$ cat src/rtl/frame_scheduler.sv
// Double-buffered frame scheduler: clear -> draw -> wait for vsync -> swap, using four-phase handshakes.
// Optional FRAME_SCHEDULER_DROP_COUNT_EN adds a saturating counter of vsync edges missed while rendering.
`timescale 1ns/1ps
module frame_scheduler (
    input  logic        Clk,
    input  logic        Reset_n,
    input  logic        render_en,
    input  logic        vsync,
    output logic        clear_start,
    input  logic        clear_done,
    output logic        draw_start,
    input  logic        draw_done,
    output logic        fb_sel,
    output logic [1:0]  phase,
    output logic [15:0] frame_count,
    output logic [7:0]  drop_count
);

    localparam logic [2:0] S_IDLE      = 3'd0;
    localparam logic [2:0] S_CLEAR     = 3'd1;
    localparam logic [2:0] S_CLEAR_REL = 3'd2;
    localparam logic [2:0] S_DRAW      = 3'd3;
    localparam logic [2:0] S_DRAW_REL  = 3'd4;
    localparam logic [2:0] S_WAIT_VS   = 3'd5;
    localparam logic [2:0] S_SWAP      = 3'd6;

    logic [2:0]  r_state;
    logic [2:0]  w_state_nxt;
    logic        r_vsync_q;
    logic        w_vs_edge;
    logic        r_fb_sel;
    logic [15:0] r_frame_count;

    assign w_vs_edge = vsync & ~r_vsync_q;

    always_comb begin
        w_state_nxt = r_state;
        case (r_state)
            S_IDLE:      if (render_en)   w_state_nxt = S_CLEAR;
            S_CLEAR:     if (clear_done)  w_state_nxt = S_CLEAR_REL;
            S_CLEAR_REL: if (!clear_done) w_state_nxt = S_DRAW;
            S_DRAW:      if (draw_done)   w_state_nxt = S_DRAW_REL;
            S_DRAW_REL:  if (!draw_done)  w_state_nxt = S_WAIT_VS;
            // Only edges seen while already waiting count; one arriving on the entry edge is lost.
            S_WAIT_VS:   if (w_vs_edge)   w_state_nxt = S_SWAP;
            S_SWAP:                       w_state_nxt = S_IDLE;
            default:                      w_state_nxt = S_IDLE;
        endcase
    end

    always_ff @(posedge Clk) begin
        if (!Reset_n) begin
            r_state       <= S_IDLE;
            r_vsync_q     <= 1'b0;
            r_fb_sel      <= 1'b0;
            r_frame_count <= 16'd0;
        end else begin
            r_state   <= w_state_nxt;
            r_vsync_q <= vsync;
            if (r_state == S_SWAP) begin
                r_fb_sel      <= ~r_fb_sel;
                r_frame_count <= r_frame_count + 16'd1;
            end
        end
    end

    // Outputs decode purely from the state register.
    assign clear_start = (r_state == S_CLEAR);
    assign draw_start  = (r_state == S_DRAW);
    assign fb_sel      = r_fb_sel;
    assign frame_count = r_frame_count;

    always_comb begin
        phase = 2'd0;
        case (r_state)
            S_CLEAR, S_CLEAR_REL: phase = 2'd1;
            S_DRAW,  S_DRAW_REL:  phase = 2'd2;
            S_WAIT_VS:            phase = 2'd3;
            default:              phase = 2'd0;
        endcase
    end

`ifdef FRAME_SCHEDULER_DROP_COUNT_EN
    logic [7:0] r_drop_count;
    logic       w_rendering;

    assign w_rendering = (r_state == S_CLEAR) || (r_state == S_CLEAR_REL) ||
                         (r_state == S_DRAW)  || (r_state == S_DRAW_REL);

    always_ff @(posedge Clk) begin
        if (!Reset_n) begin
            r_drop_count <= 8'd0;
        end else if (w_vs_edge && w_rendering && (r_drop_count != 8'hFF)) begin
            r_drop_count <= r_drop_count + 8'd1;
        end
    end

    assign drop_count = r_drop_count;
`else
    assign drop_count = 8'd0;
`endif

endmodule

$ cat config.mk
export PLATFORM = sky130hd
export DESIGN_NAME = frame_scheduler
export DESIGN_NICKNAME = d
export VERILOG_FILES = /design/src/rtl/frame_scheduler.sv
export SDC_FILE = /design/constraint.sdc
export NUM_CORES = 1
export LEC_CHECK = 0
export BUFFER_PORTS_ARGS = -buffer_cell sky130_fd_sc_hd__buf_4
export CELL_PAD_IN_SITES_DETAIL_PLACEMENT = 1
export CELL_PAD_IN_SITES_GLOBAL_PLACEMENT = 1
export CORE_UTILIZATION = 36
export DETAILED_ROUTE_END_ITERATION = 6
export GPL_TIMING_DRIVEN = 0
export PLACE_DENSITY = 0.78
export SLEW_MARGIN = 5
export SYNTH_ARGS = -nofsm -noshare
export SYNTH_HDL_FRONTEND = slang
export SYNTH_SLANG_ARGS = --single-unit
$ cat constraint.sdc
create_clock -name Clk -period 1.98 [get_ports Clk]
set_input_delay 0.297 -clock Clk [delete_from_list [all_inputs] [get_ports Clk]]
set_output_delay 0.297 -clock Clk [all_outputs]
set_load 0.02 [all_outputs]
### Yosys cells after proc, flatten, opt, wreduce, memory -nomap -nowiden

Index checks and enable logic that the tools add are counted.

| word-level totals | value |
|---|---|
| bits in writable memories | 0 |
| bits in read-only memories | 0 |
| input port bits | 6 |
| bits in latches | 0 |
| memories | 0 |
| register bits | 21 |

| operators by class | value |
|---|---|
| order comparisons | 0 |
| multiplexer cells | 8 |
| $mul | 0 |
| reduce and logical (&&, ||, !) cells | 4 |
| eq/ne operators | 12 |
| divide/modulo/power cells | 0 |
| bitwise gates (word level) | 3 |
| $add $sub $neg | 1 |
| shift-type cells | 0 |

Operator list:

| operator | number |
|---|---|
| $mux W3 | 6 |
| $pmux W3 S6 | 1 |
| $add A16 B1 Y16 const B | 1 |
| $eq A3 B3 Y1 const B | 3 |
| $ne A2 B2 Y1 const B | 4 |
| $eq A3 B2 Y1 const B | 2 |
| $pmux W2 S3 | 1 |
| $reduce_and A6 Y1 | 1 |
| $ne A2 B1 Y1 const B | 2 |
| $reduce_or A2 Y1 | 2 |
| $eq A3 B1 Y1 const B | 1 |
| $logic_not A3 Y1 | 1 |
| $not A1 Y1 | 2 |
| $and A1 B1 Y1 | 1 |

### Depth between registers and ports, before layout

| logic depth | value |
|---|---|
| depth in word-level cells | 4 |
| gate-level depth with buffers | 6 |
| mapped depth without buffers | 5 |

### Least setup slack after synthesis

Ideal clock, no wire load.

| path | value |
|---|---|
| path kind | flip-flop to flip-flop |
| from | register r_frame_count[0], in the netlist frame_count[0] |
| to | register r_frame_count[14], in the netlist frame_count[14] |
| clock period less this slack | 1.700 ns |
| library setup time | 0.072 ns |
| buffers on the path | 0 |
| path slack | 0.280 ns |
| cell stages (with the launch flop) | 6 |
| data arrival time | 1.628 ns |
| path through | dfxtp_1 -> ha_1 -> and3_1 -> nand2_1 -> or4_1 -> a21oi_1 |

| between the ends | value |
|---|---|
| longest elaborated chain between the ends | 1 |

RTL lines:

| item | RTL line | RTL |
|---|---|---|
| from (decl) | 32 | `logic [15:0] r_frame_count;` |
| from (signal assigned) | 62 | `r_frame_count <= r_frame_count + 16'd1;` |
| $add A16 B1 Y16 | 62 |  |

Every way passes these cells.
A chain may end at the register's enable or synchronous reset.

### Worst setup path in the final report

| path | value |
|---|---|
| from | register r_state[0] |
| to | output phase[1] |

| between the ends | value |
|---|---|
| longest elaborated chain between the ends | 3 |

RTL lines:

| item | RTL line | RTL |
|---|---|---|
| from (decl) | 27 | `logic [2:0] r_state;` |
| from (signal assigned) | 58 | `r_state <= w_state_nxt;` |
| $eq A3 B2 Y1, or another cell as far along | 75 | `case (r_state)` |
| $reduce_or A2 Y1 | 75 |  |
| $pmux W2 S3 (*) | 75 |  |
| to (decl) | 14 | `output logic [1:0] phase,` |

Every way passes the cells marked *; elsewhere a longest branch is shown, timed or not.

==> impl_summary.md <==
Synthesis
The cell count after synthesis is between 100 and 150. For this run, the number of Yosys warnings is 0. The synthesized netlist contains 35 unique library cells. The number of enable flip-flop cells after synthesis is 0.

The synthesized area per cell is 8.87 µm². After synthesis, the share of flip-flops with an asynchronous set or reset is 0%. The biggest area contributor in the post-synthesis netlist is dfxtp_1. The sequential fraction of the synthesis area is between 30% and 40%.

The area share of the largest cell type after synthesis is 39.2%. In the post-synthesis netlist, the biggest area contributors are dfxtp_1 39%, xor2_1 6.5%, buf_4 6.3%. The synthesized netlist occupies a cell area of 0.00107 mm². In this run, synthesis produced a sequential element count of 21.

The most frequently used flop master after synthesis is dfxtp_1.

Job
The reported max-cap violation count is 0.

Route
The detailed router's first-iteration violation count is 5. The first-pass iteration count of the detailed router is 2. Dividing the detail-routed via count by the number of cells gives between 5 and 6. The final route contains 960 vias. Dividing the detail-routed wire length by the instance count gives approximately 13 µm. The count of nets left with antenna violations after detail routing is 0. Summed over all layers, the routed wires come to 2.38 mm. In the routed design, unresolved DRC markers number 0.

GRT
The wire length of the first global-routing pass is slightly above 4 mm. The aggregate global-route resource usage is approximately 16%. The number of global-route vias before repair came to ~950.

The leftover overflow at the end of global routing is 0. Entering global routing, the biggest net connects 13 pins. The initial antenna violation count is 0.

Floorplanning
The starting density of the core is between 30 and 40%. Row generation in the floorplan step produced 19 rows. In this run the vertical extent of the chip is 56.6 µm. During I/O placement, the number of pins put on the boundary was 35. After floorplanning, the core was sized to cover ~0.0028 mm². The die outline width is 56.6 µm. The overall die area is 0.00320 mm².

STA
Setup repair after global routing left no endpoint under its margin. The worst path needs 1.77 ns of the cycle, external delays included. The maximum operating frequency is 564 MHz.

Hold is met by 0.201 ns. The number of endpoints with negative hold slack in the final report is 0. For the final database, setup skew stands at 0.0120 ns. The final setup TNS is 0 ns. The share of the cycle needed by the critical path after routing is between 80% and 90%. The final count of pins violating max slew is 0. The total of endpoints with negative setup slack in the final report is 0.

Critical path
The highest net fanout along the worst path is 8. The number of buffers and inverters on the critical path is 1. At the worst endpoint, the required time is between 1.5 and 2 ns. The kind of critical path is register to output port. The nature of the critical path startpoint is a register. The data arrival time of the critical path is roughly 1.5 ns. The largest single stage delay on the critical path is approximately 0.47 ns. In this design, the largest share of critical-path delay is due to simple AND/OR/NAND/NOR gates. Walking the worst path, the cells encountered are nor2b_1 -> and2_1 -> nand2b_1 -> buf_4. The largest individual stage delay along the critical path comes from the cell dfxtp_1.

The endpoint type of the worst setup path is an output port.

Clocking
The CTS root buffer is clkbuf_4. In this run the deepest clock path goes through 2 buffers. Clock-pin slew was measured on the worst setup and hold paths at 0.13 ns.

The clock tree from TritonCTS is done. In this run the number of H-tree levels came out at 1. The number of buffers created by CTS is 3. The post-CTS resize count is 0.

The clock net sink count is 21. Hold repair after CTS inserted 0 buffers. Buffers added to address setup during post-CTS repair amount to 0. For the worst-skew pair, the clock arrives at the later sink with an insertion delay of roughly 0.31 ns.

Place
The placer's final routability congestion estimate is slightly below 0.8. Once placement finished, the instance area stood at around 0.0013 mm². The HPWL after detailed placement is about 1.9 mm. In this run the tool buffered the top-level ports with 26 buffer cells.

Cells and area
The net total in the final layout is 166. The post-layout utilization of the core is 48.9%. Of the cells placed in the final design, the portion with a size suffix greater than 1 is around 29%. The area added between synthesis and finish is 26.8%. The count of inserted antenna diode cells is 0. The finished cells cover between 0.001 and 0.0015 mm². Counting the fill cells in the layout gives about 340.

Power and ir drop
The reported leakage power is roughly 0.60 nW. For this design the ratio of total power to cell area is around 660 mW/mm². The worst IR drop on VDD is about 0.00046 V.

Hold path
The path class of the lowest-slack min-delay path is input pin to register.

Status
The run finished with clean final reports.
final timing paths:
check / startpoint / cells after the start / to / slack [ns]
max: r_state[0] / 4 / phase[1] / 0.21
min: vsync / 2 / r_vsync_q / 0.20
max reg2reg: frame_count[0] / 5 / frame_count[12] / 0.24
min reg2reg: frame_count[15] / 2 / frame_count[15] / 0.48
cells in the final DEF, fill, tap and decap left out, drive strengths merged, types with 2 or more instances in the layout:
cell	instances
a21oi	6
and2	3
and3	3
and3b	2
and4	2
buf	36
clkbuf	4
clkinv	2
conb	8
dfxtp	21
inv	3
mux2	2
mux2i	3
nand2	6
nand2b	5
nand3	5
nand4	5
nor2	13
o21ai	3
o31ai	4
or3	3
or4	3
xnor2	2
xor2	8
logic make-up after synthesis:
kind of cell,count (synthesis),synth area share (%)
muxes,5,4.90
xor gates and xnor gates,10,8.16
DFF,21,39.2
AOI/OAI and AO/OA,15,8.62
buffers and inverters,15,8.51
adders and majority gates,1,1.17
and+or+nand+nor,53,29.1
other,1,0.349
registers in the layout (all words and copies together), names as in the netlist:
signal       flops
r_state          3
fb_sel           1
frame_count     16
r_vsync_q        1
report_power, final:
part           switching [W]  internal (W)
logic               0.000127      0.000110
registers          0.0000157      0.000438
clock network       0.000136     0.0000755
cell type report:
| class | instances | area [µm²] | share of cell area (%) |
|---|---|---|---|
| plain buffers | 11 | 76.3 | 5.61 |
| clock buffers | 3 | 22.5 | 1.65 |
| clock inverters | 1 | 5.00 | 0.368 |
| inverters | 4 | 15.0 | 1.10 |
| multi-input cells | 92 | 588 | 43.2 |
| flip-flops and latches | 21 | 420 | 30.9 |
| well taps | 31 | 38.8 | 2.85 |
| repair buffers | 26 | 195 | 14.3 |
through the flow:
step	instances	power (W)	worst slack, ns
after CTS	189	0.000916	0.178
after detailed placement	185	0.000701	0.236
final	189	0.000901	0.208
after global placement	185	0.000694	0.245
after floorplan	128	0.000628	0.280
after global routing	189	0.000954	0.0779
worst register-to-register path, stage by stage, from the launching register on:
cell	delay (ns)
dfxtp_1	0.44
ha_1	0.20
and3_1	0.21
nand2_1	0.16
or4_1	0.51
a21oi_1	0.16
synth_stat cells, types with 2 or more instances:
master,count
a21oi_1,6
and2_1,3
and3_1,2
and3b_1,2
buf_4,9
dfxtp_1,21
inv_1,3
mux2_2,2
mux2i_1,3
nand2_1,6
nand2b_1,5
nand3_1,5
nand4_1,4
nor2_1,13
o21ai_0,3
o31ai_1,4
or3_1,2
or4_1,3
xnor2_1,2
xor2_1,8
layer usage:
| metal | global-route usage [%] | up-vias | share of wire [%] |
|---|---|---|---|
| met1 | 18.1 | 460 | 42 |
| met3 | 4.15 | 2 | 3.3 |
| met4 | 3.14 | 0 | 0.34 |
| li1 | - | 484 | - |
| met5 | 0 | - | 0 |
| met2 | 30.3 | 14 | 54 |
No activity file was read; power rests on OpenSTA's default activity.
